[config.mk]
export PLATFORM = sky130hd
export DESIGN_NAME = fifo_burst_reader
export DESIGN_NICKNAME = d
export VERILOG_FILES = /design/src/rtl/fifo_burst_reader.sv
export SDC_FILE = /design/constraint.sdc
export NUM_CORES = 1
export LEC_CHECK = 0
export CAP_MARGIN = 20
export CORE_AREA = 2 2 88 90
export CTS_CLUSTER_DIAMETER = 30
export CTS_CLUSTER_SIZE = 8
export DETAILED_ROUTE_END_ITERATION = 16
export DIE_AREA = 0 0 90 92
export DONT_BUFFER_PORTS = 1
export SLEW_MARGIN = 15
export SYNTH_ARGS = -nofsm -noshare
export SYNTH_HDL_FRONTEND = slang
export SYNTH_SLANG_ARGS = --single-unit
[constraint.sdc]
create_clock -name clk -period 3.29 [get_ports clk]
set_input_delay 0.329 -clock clk [delete_from_list [all_inputs] [get_ports clk]]
set_output_delay 0.329 -clock clk [all_outputs]
set_load 0.01 [all_outputs]
[src/rtl/fifo_burst_reader.sv]
// fifo_burst_reader: reads a burst of `len` words from a first-word-fall-through FIFO
// and presents them on a valid/ready stream through a 2-entry output buffer.
//
// Ports:
//   clk, rst            clock, synchronous active-high reset
//   start, len          burst request and word count (sampled in IDLE only)
//   abort               cancel the current burst, flush the buffer, no done pulse
//   fifo_empty          FIFO empty flag
//   fifo_rd_data        FIFO head word (valid while fifo_empty=0)
//   fifo_rd             FIFO pop strobe
//   m_valid, m_ready    stream handshake
//   m_data, m_last      stream word and end-of-burst marker
//   busy                burst in progress (RUN or DRAIN)
//   done                one-cycle pulse after the last word is accepted
module fifo_burst_reader #(
    parameter int unsigned DATA_WIDTH = 16,
    parameter int unsigned LEN_WIDTH  = 8
) (
    input  logic                  clk,
    input  logic                  rst,
    input  logic                  start,
    input  logic [LEN_WIDTH-1:0]  len,
    input  logic                  abort,
    input  logic                  fifo_empty,
    input  logic [DATA_WIDTH-1:0] fifo_rd_data,
    output logic                  fifo_rd,
    output logic                  m_valid,
    input  logic                  m_ready,
    output logic [DATA_WIDTH-1:0] m_data,
    output logic                  m_last,
    output logic                  busy,
    output logic                  done
);

    localparam int unsigned OCC_W = 2;

    typedef enum logic [1:0] {
        ST_IDLE  = 2'd0,
        ST_RUN   = 2'd1,
        ST_DRAIN = 2'd2
    } state_t;

    state_t                r_state;
    state_t                w_state_nxt;
    logic [OCC_W-1:0]      r_occ;
    logic [LEN_WIDTH-1:0]  r_rd_left;
    logic [LEN_WIDTH-1:0]  r_out_left;
    logic [DATA_WIDTH-1:0] r_buf0;
    logic [DATA_WIDTH-1:0] r_buf1;
    logic                  r_done;

    logic w_kill;
    logic w_load;
    logic w_fill;
    logic w_pop;
    logic w_last_pop;

    // Control strobes; abort (and rst for the external pop) dominate everything else.
    always_comb begin
        w_kill     = abort && (r_state != ST_IDLE);
        w_load     = (r_state == ST_IDLE) && start && (len != '0);
        // Fill decision depends only on occupancy, never on m_ready.
        w_fill     = (r_state == ST_RUN) && !fifo_empty && (r_rd_left != '0)
                     && (r_occ < OCC_W'(2)) && !w_kill && !rst;
        w_pop      = (r_occ != '0) && m_ready && !w_kill;
        w_last_pop = (r_state == ST_DRAIN) && w_pop && (r_out_left == LEN_WIDTH'(1));
    end

    // Next-state logic.
    always_comb begin
        w_state_nxt = r_state;
        case (r_state)
            ST_IDLE:  if (w_load) w_state_nxt = ST_RUN;
            ST_RUN:   if (w_fill && (r_rd_left == LEN_WIDTH'(1))) w_state_nxt = ST_DRAIN;
            ST_DRAIN: if (w_last_pop) w_state_nxt = ST_IDLE;
            default:  w_state_nxt = ST_IDLE;
        endcase
        if (w_kill) begin
            w_state_nxt = ST_IDLE;
        end
    end

    // State register.
    always_ff @(posedge clk) begin
        if (rst) begin
            r_state <= ST_IDLE;
        end else begin
            r_state <= w_state_nxt;
        end
    end

    // Counters, output buffer and done pulse.
    always_ff @(posedge clk) begin
        if (rst) begin
            r_occ      <= '0;
            r_rd_left  <= '0;
            r_out_left <= '0;
            r_buf0     <= '0;
            r_buf1     <= '0;
            r_done     <= 1'b0;
        end else begin
            r_done <= w_last_pop;
            if (w_kill) begin
                r_occ      <= '0;
                r_rd_left  <= '0;
                r_out_left <= '0;
            end else begin
                if (w_load) begin
                    r_rd_left  <= len;
                    r_out_left <= len;
                end else begin
                    if (w_fill) r_rd_left  <= r_rd_left - LEN_WIDTH'(1);
                    if (w_pop)  r_out_left <= r_out_left - LEN_WIDTH'(1);
                end
                case ({w_fill, w_pop})
                    2'b10: begin
                        if (r_occ == '0) r_buf0 <= fifo_rd_data;
                        else             r_buf1 <= fifo_rd_data;
                        r_occ <= r_occ + OCC_W'(1);
                    end
                    2'b01: begin
                        r_buf0 <= r_buf1;
                        r_occ  <= r_occ - OCC_W'(1);
                    end
                    // Fill only happens with occupancy 1 here, so the new word becomes head.
                    2'b11: r_buf0 <= fifo_rd_data;
                    default: ;
                endcase
            end
        end
    end

    assign fifo_rd = w_fill;
    assign m_valid = (r_occ != '0);
    assign m_data  = r_buf0;
    assign m_last  = (r_occ != '0) && (r_out_left == LEN_WIDTH'(1));
    assign busy    = (r_state != ST_IDLE);
    assign done    = r_done;

endmodule

==> Word level (Yosys, flattened, before mapping) <==
Cells that the tools add are included.
Widths: inputs -> output; s select.
{ "word_totals": {"inputBits": 30, "output_inout_bits": 21, "register_bits": 53, "word_cells": 67} }
{ "op_classes": {"bitwise_logic": 2, "n_reduce_logical": 31, "n_eq_ne": 11, "n_addsub": 4, "mux": 11, "order_cmp": 1} }
{ "ops": {"columns": ["cell", "count"], "rows": [
  ["$pmux 16 s3", 1],
  ["$mux 8", 4],
  ["$eq 8x1->1 const B", 2],
  ["$mux 16", 1],
  ["$reduce_bool 8->1", 2],
  ["$sub 8x1->8 const B", 2],
  ["$logic_and 1x1->1", 14],
  ["$reduce_bool 2->1", 5],
  ["$reduce_and 3->1", 3],
  ["$eq 2x2->1 const B", 3],
  ["$mux 2", 3],
  ["$ne 2x2->1 const B", 3],
  ["$pmux 2 s3", 1],
  ["$eq 2x1->1 const B", 2],
  ["$logic_not 2->1", 2],
  ["$pmux 2 s2", 1],
  ["$logic_not 1->1", 3],
  ["$reduce_bool 3->1", 1],
  ["$add 2x1->2 const B", 1],
  ["$lt 2x2->1 const B", 1],
  ["$ne 2x1->1 const B", 1],
  ["$not 1->1", 2],
  ["$reduce_or 2->1", 1],
  ["$sub 2x1->2 const B", 1]
]} }

==> Logic depth before layout (Yosys ltp) <==
{ "depth": {"ltp_word": 9, "mapped_depth": 13, "mapped_depth_nobuf": 12} }

==> Worst setup path after synthesis <==
OpenSTA, ideal clock, no wires.
{ "synth_path": {"path_kind": "register to register", "startpoint": "register r_rd_left[0]", "endpoint": "register r_buf0[12] (netlist: m_data[12])", "t_arrival_ns": 2.247, "synth_period_minus_slack_ns": 2.333, "n_path_buf": 1, "t_required_ns": 3.204, "path_stages_with_launch": 14, "path_slack_ns": 0.957, "setup_ns": 0.086, "cell_sequence": "dfxtp_1 -> inv_1 -> ha_1 -> nor4b_4 -> nand2_1 -> nand2_1 -> inv_2 -> ha_1 -> o21ai_0 -> nand2_1 -> nor2_1 -> clkbuf_1 -> nor2_1 -> a211oi_1"} }
{ "synth_via": {"elab_chain_len": 8, "elab_cells_between_ends": 12, "cone_classes": "4 x eq/ne; 1 x mux; 7 x reduce/logical"} }
{ "synth_lines": {"columns": ["item", "line", "text"], "rows": [
  ["from (decl)", "46", "logic [LEN_WIDTH-1:0] r_rd_left;"],
  ["from (signal assigned)", "109", "r_rd_left <= len;"],
  ["from (signal assigned)", "112", "if (w_fill) r_rd_left <= r_rd_left - LEN_WIDTH'(1);"],
  ["$reduce_bool 8->1 *", "63", "w_fill = (r_state == ST_RUN) && !fifo_empty && (r_rd_left != '0)"],
  ["$logic_and 1x1->1 *", "63", null],
  ["$logic_and 1x1->1 * (3 in a row)", "64", "&& (r_occ < OCC_W'(2)) && !w_kill && !rst;"],
  ["via fifo_rd", "26", "output logic fifo_rd,"],
  ["$eq 2x2->1 or $eq 2x1->1 (tied branches)", "115", "case ({w_fill, w_pop})"],
  ["$ne 2x2->1 (no line) or $reduce_bool 3->1 (tied branches)", null, null],
  ["$reduce_and 3->1 (no line)", null, null],
  ["to (signal assigned)", "117", "if (r_occ == '0) r_buf0 <= fifo_rd_data;"],
  ["to (signal assigned)", "122", "r_buf0 <= r_buf1;"],
  ["to (signal assigned)", "126", "2'b11: r_buf0 <= fifo_rd_data;"],
  ["to (decl)", "48", "logic [DATA_WIDTH-1:0] r_buf0;"]
]} }
Mark *: on every way through the listed nets, which the timed path passes. The rest lies on a longest branch.
A chain may end at the register's enable or synchronous reset.

==> Worst setup path after layout <==
{ "layout_path": {"startpoint": "register r_rd_left[0]", "endpoint": "register r_buf0[0] (netlist: m_data[0])"} }
Same word-level chain as after synthesis.

==> report_table.html <==
<table>
<tr><th>Metric</th><th>Value</th></tr>
<tr><th colspan="2">Status</th></tr>
<tr><td>Run status</td><td>finished, final reports clean</td></tr>
<tr><th colspan="2">Timing</th></tr>
<tr><td>Worst Max-Slew Pin Slew</td><td>761 ps</td></tr>
<tr><td>Final-layout setup total negative slack</td><td>0 ps</td></tr>
<tr><td>Setup repair after global routing missed its margin</td><td>false</td></tr>
<tr><td>Max Clk Rate</td><td>0.388 GHz</td></tr>
<tr><td>Pins Over Slew Limit</td><td>0</td></tr>
<tr><td>Final worst slack</td><td>713 ps</td></tr>
<tr><td>Post-route clock period utilization</td><td>0.783</td></tr>
<tr><td>Final-layout worst hold slack</td><td>94.4 ps</td></tr>
<tr><td>Minimum clock period</td><td>2580 ps</td></tr>
<tr><td>Final-report hold violation count</td><td>0</td></tr>
<tr><td>Post-Route Skew</td><td>8.78 ps</td></tr>
<tr><td>Headroom to the max-slew limit</td><td>0.491</td></tr>
<tr><td>Final number of setup-violating endpoints</td><td>0</td></tr>
<tr><th colspan="2">CTS</th></tr>
<tr><td>Clock transition at the registers of the reported paths</td><td>100 ps</td></tr>
<tr><td># H-tree levels</td><td>2</td></tr>
<tr><td>Total CTS buffers</td><td>5</td></tr>
<tr><td>Hold-fix buffers at CTS</td><td>0</td></tr>
<tr><td>CTS root buffer</td><td>sky130_fd_sc_hd__clkbuf_8</td></tr>
<tr><td>Worst skew pair latency</td><td>310 ps</td></tr>
<tr><td>Quantity of gates resized following cts</td><td>0</td></tr>
<tr><td>CTS tree</td><td>built</td></tr>
<tr><td>Buffer depth of the longest clock path</td><td>2</td></tr>
<tr><td>Clock sink count</td><td>53</td></tr>
<tr><td># Post-CTS Setup Buffers</td><td>0</td></tr>
<tr><th colspan="2">Critical path</th></tr>
<tr><td>Critical Setup Path Class</td><td>reg2reg</td></tr>
<tr><td>Kind of start point of the critical path</td><td>flip-flop</td></tr>
<tr><td>Arrival time at the worst endpoint</td><td>2800 ps</td></tr>
<tr><td>Maximum fanout along the worst path</td><td>32</td></tr>
<tr><td>Endpoint type of the worst setup path</td><td>flip-flop</td></tr>
<tr><td>Critical path data required time</td><td>3510 ps</td></tr>
<tr><th colspan="2">Routing</th></tr>
<tr><td>Remaining DRCs</td><td>0</td></tr>
<tr><td>Routed via count divided by cell count</td><td>5.08</td></tr>
<tr><td>Sum of routed wire length over all layers</td><td>5.57 mm</td></tr>
<tr><td>Detailed-routing iteration count for the pre-antenna-repair pass</td><td>4</td></tr>
<tr><td>Number of DRC violations after detailed-routing iteration 0</td><td>65</td></tr>
<tr><td>Via count of the routed design</td><td>1986</td></tr>
<tr><td>Routed wire per std cell</td><td>14.2 um</td></tr>
<tr><td>Antenna Violating Nets Remaining</td><td>0</td></tr>
<tr><th colspan="2">Synth</th></tr>
<tr><td>Cell accounting for the most synthesized area</td><td>sky130_fd_sc_hd__dfxtp_1</td></tr>
<tr><td>Cell variety after synth</td><td>43</td></tr>
<tr><td>Mapped Cells</td><td>291</td></tr>
<tr><td>Leading post-synthesis cells by cell area</td><td>sky130_fd_sc_hd__dfxtp_1 42%, sky130_fd_sc_hd__nand2_1 6.6%, sky130_fd_sc_hd__mux2i_1 6.4%, sky130_fd_sc_hd__a21oi_1 6.2%, sky130_fd_sc_hd__a211oi_1 5.1%</td></tr>
<tr><td>Number of flops mapped to enable cells by yosys</td><td>0</td></tr>
<tr><td>Post-Syn Nets</td><td>329</td></tr>
<tr><td>Area share of the largest cell type after synthesis</td><td>0.422</td></tr>
<tr><td>Commonest register cell after synthesis</td><td>sky130_fd_sc_hd__dfxtp_1</td></tr>
<tr><td>Cell area after technology mapping</td><td>0.00251 mm2</td></tr>
<tr><td>Mean post-synth cell area</td><td>8.63 um2</td></tr>
<tr><td>Sequential fraction of the synthesis area</td><td>0.422</td></tr>
<tr><td>Synth warn</td><td>0</td></tr>
<tr><td>Register bit count reported by yosys</td><td>53</td></tr>
<tr><td>Post-synth ARST share</td><td>0</td></tr>
<tr><th colspan="2">Placement</th></tr>
<tr><td>Final weighted congestion in routability-driven placement</td><td>0.825</td></tr>
<tr><td>Number of input and output port buffers inserted</td><td>0</td></tr>
<tr><td>Estimated wirelength of the detail-placed design</td><td>3.86 mm</td></tr>
<tr><td>Total instance count after detailed placement</td><td>383</td></tr>
<tr><td>Pre-CTS setup slack</td><td>734 ps</td></tr>
<tr><th colspan="2">Layout</th></tr>
<tr><td>Share of post-route cells with drive strength above 1</td><td>0.0796</td></tr>
<tr><td>Number of diodes added for antenna fixing</td><td>0</td></tr>
<tr><td>Fill cells</td><td>801</td></tr>
<tr><td>Post-route non-filler standard cell count</td><td>391</td></tr>
<tr><td>Multi-input gate area in the final layout</td><td>0.00133 mm2</td></tr>
<tr><td>Area added between synthesis and finish</td><td>6.67%</td></tr>
<tr><td>Storage element area</td><td>0.00106 mm2</td></tr>
<tr><td>Number of nets at the end of the flow</td><td>326</td></tr>
<tr><th colspan="2">Power</th></tr>
<tr><td>Max VDD drop</td><td>0.197 mV</td></tr>
<tr><td>PD cells</td><td>456 mW/mm2</td></tr>
<tr><td>Static power due to leakage</td><td>0.856 nW</td></tr>
<tr><th colspan="2">Floorplan</th></tr>
<tr><td>Overall die area</td><td>0.00828 mm2</td></tr>
<tr><td>Core region area</td><td>0.00745 mm2</td></tr>
<tr><td>Row count</td><td>32</td></tr>
<tr><td>DIE WIDTH</td><td>90 um</td></tr>
<tr><td>Initial standard-cell utilization of the core</td><td>0.337</td></tr>
<tr><td>Boundary pin count</td><td>51</td></tr>
<tr><td>Floorplan die height</td><td>92 um</td></tr>
<tr><th colspan="2">Global routing</th></tr>
<tr><td>Vias in the first global route</td><td>1974</td></tr>
<tr><td>Overall track demand over capacity in global routing</td><td>0.138</td></tr>
<tr><td>Wire length of the first global-routing pass</td><td>9.34 mm</td></tr>
<tr><td>Initial antenna violation count</td><td>0</td></tr>
<tr><td>Total gr overflow</td><td>0</td></tr>
<tr><td>Largest net degree at the start of global routing</td><td>37</td></tr>
<tr><th colspan="2">Worst hold path</th></tr>
<tr><td>Tightest Hold Check Type</td><td>in2reg</td></tr>
<tr><th colspan="2">Run</th></tr>
<tr><td>Max-capacitance violation count</td><td>0</td></tr>
</table>
[routing by layer]
metal | vias to the layer above | GRT usage | part of all wire | routed length [um]
met1 | 925 | 0.172 | 0.47 | 2610
met2 | 52 | 0.232 | 0.45 | 2510
met3 | 6 | 0.0444 | 0.069 | 384
met5 | - | 0 | 0 | 0
li1 | 1003 | - | - | -
met4 | 0 | 0.0359 | 0.011 | 59
[stage by stage]
step	util	total power, mW	instance area, um2
floorplan	-	0.833	2510
global placement	0.347	0.852	2590
detailed placement	0.347	0.854	2590
CTS	0.360	1.25	2680
global route	0.360	1.28	2680
finish	0.360	1.22	2680
[registers in the layout (all words and copies together) (netlist names)]
signal      cells
m_data         16
r_buf1         16
r_state         2
r_rd_left       8
r_occ           2
done            1
r_out_left      8
[cells in the final DEF (no fill, tap or decap), types with 2 or more instances in the layout]
cell / Yosys / final
sky130_fd_sc_hd__a21oi_1: 31 / 31
sky130_fd_sc_hd__nand3b_1: 2 / 2
sky130_fd_sc_hd__inv_1: 7 / 7
sky130_fd_sc_hd__xor2_1: 7 / 7
sky130_fd_sc_hd__xnor2_1: 5 / 5
sky130_fd_sc_hd__nand2b_1: 4 / 4
sky130_fd_sc_hd__ha_1: 8 / 8
sky130_fd_sc_hd__o21a_1: 2 / 2
sky130_fd_sc_hd__dfxtp_1: 53 / 53
sky130_fd_sc_hd__mux2i_1: 16 / 16
sky130_fd_sc_hd__nor4_1: 5 / 5
sky130_fd_sc_hd__or2_2: 2 / 2
sky130_fd_sc_hd__a31oi_1: 2 / 2
sky130_fd_sc_hd__buf_4: 0 / 4
sky130_fd_sc_hd__nor3_1: 2 / 2
sky130_fd_sc_hd__or2b_2: 2 / 2
sky130_fd_sc_hd__a211oi_1: 17 / 17
sky130_fd_sc_hd__o211ai_1: 2 / 2
sky130_fd_sc_hd__nand3_1: 9 / 9
sky130_fd_sc_hd__nor2_1: 30 / 29
sky130_fd_sc_hd__nand2_1: 44 / 44
sky130_fd_sc_hd__clkbuf_8: 3 / 5
sky130_fd_sc_hd__nand4b_1: 2 / 2
sky130_fd_sc_hd__o21ai_0: 8 / 8
[critical path: stages, from the launching register on]
cell and delay (ps):
sky130_fd_sc_hd__dfxtp_1 370, sky130_fd_sc_hd__inv_1 120, sky130_fd_sc_hd__ha_1 210, sky130_fd_sc_hd__nor4b_4 300, sky130_fd_sc_hd__nand2_1 90, sky130_fd_sc_hd__nand2_1 160, sky130_fd_sc_hd__inv_2 110, sky130_fd_sc_hd__ha_1 220
sky130_fd_sc_hd__o21ai_0 110, sky130_fd_sc_hd__nand2_1 100, sky130_fd_sc_hd__nor2_2 90, sky130_fd_sc_hd__buf_4 310, sky130_fd_sc_hd__nor2_1 70, sky130_fd_sc_hd__a211oi_1 210
[synthesized netlist by cell type, drive strengths merged, types with 2 or more instances]
library cell	n
xor2	7
nand2b	4
nor2	31
o21ai	8
inv	8
clkbuf	10
nand3b	2
nand2	44
a211oi	17
mux2i	16
nand4b	2
buf	4
nand3	10
a21oi	31
a31oi	2
dfxtp	53
o21a	2
xnor2	5
nor4	6
or4	2
or2	2
nor4b	2
ha	8
or2b	2
o211ai	2
nor3	2
[logic make-up after synthesis]
group / count (synthesis) / synth area share
XOR/XNOR: 12 / 0.0418
multiplexers: 16 / 0.0637
buffers and inverters: 23 / 0.0478
AND/OR/NAND/NOR: 114 / 0.230
flip-flops: 53 / 0.422
adder cells (fa/ha/maj): 8 / 0.0398
AO/OA/AOI/OAI: 65 / 0.155
[cell type report]
type | instances | area share
multi-input combinational | 215 | 0.498
sequential | 53 | 0.396
tap | 102 | 0.0476
clock buffer | 5 | 0.0257
inverter | 9 | 0.0126
timing repair buffer | 4 | 0.0112
clock inverter | 3 | 0.00934
[path summary, 6_finish.rpt]
path	from	end	slack (ps)	cells after the start
worst min-delay path	rst	r_buf1[5]	90	1
worst max register to register	r_rd_left[0]	m_data[0]	710	13
worst max-delay path	r_rd_left[0]	m_data[0]	710	13
worst min register to register	r_buf1[14]	r_buf1[14]	450	2
[where the power goes]
group	internal (mW)	switching, mW	total (mW)
registers	0.668	0.0307	0.699
clock network	0.154	0.229	0.383
logic	0.0606	0.0802	0.141
total	0.883	0.340	1.22
Power figures use the tool's default switching activity.
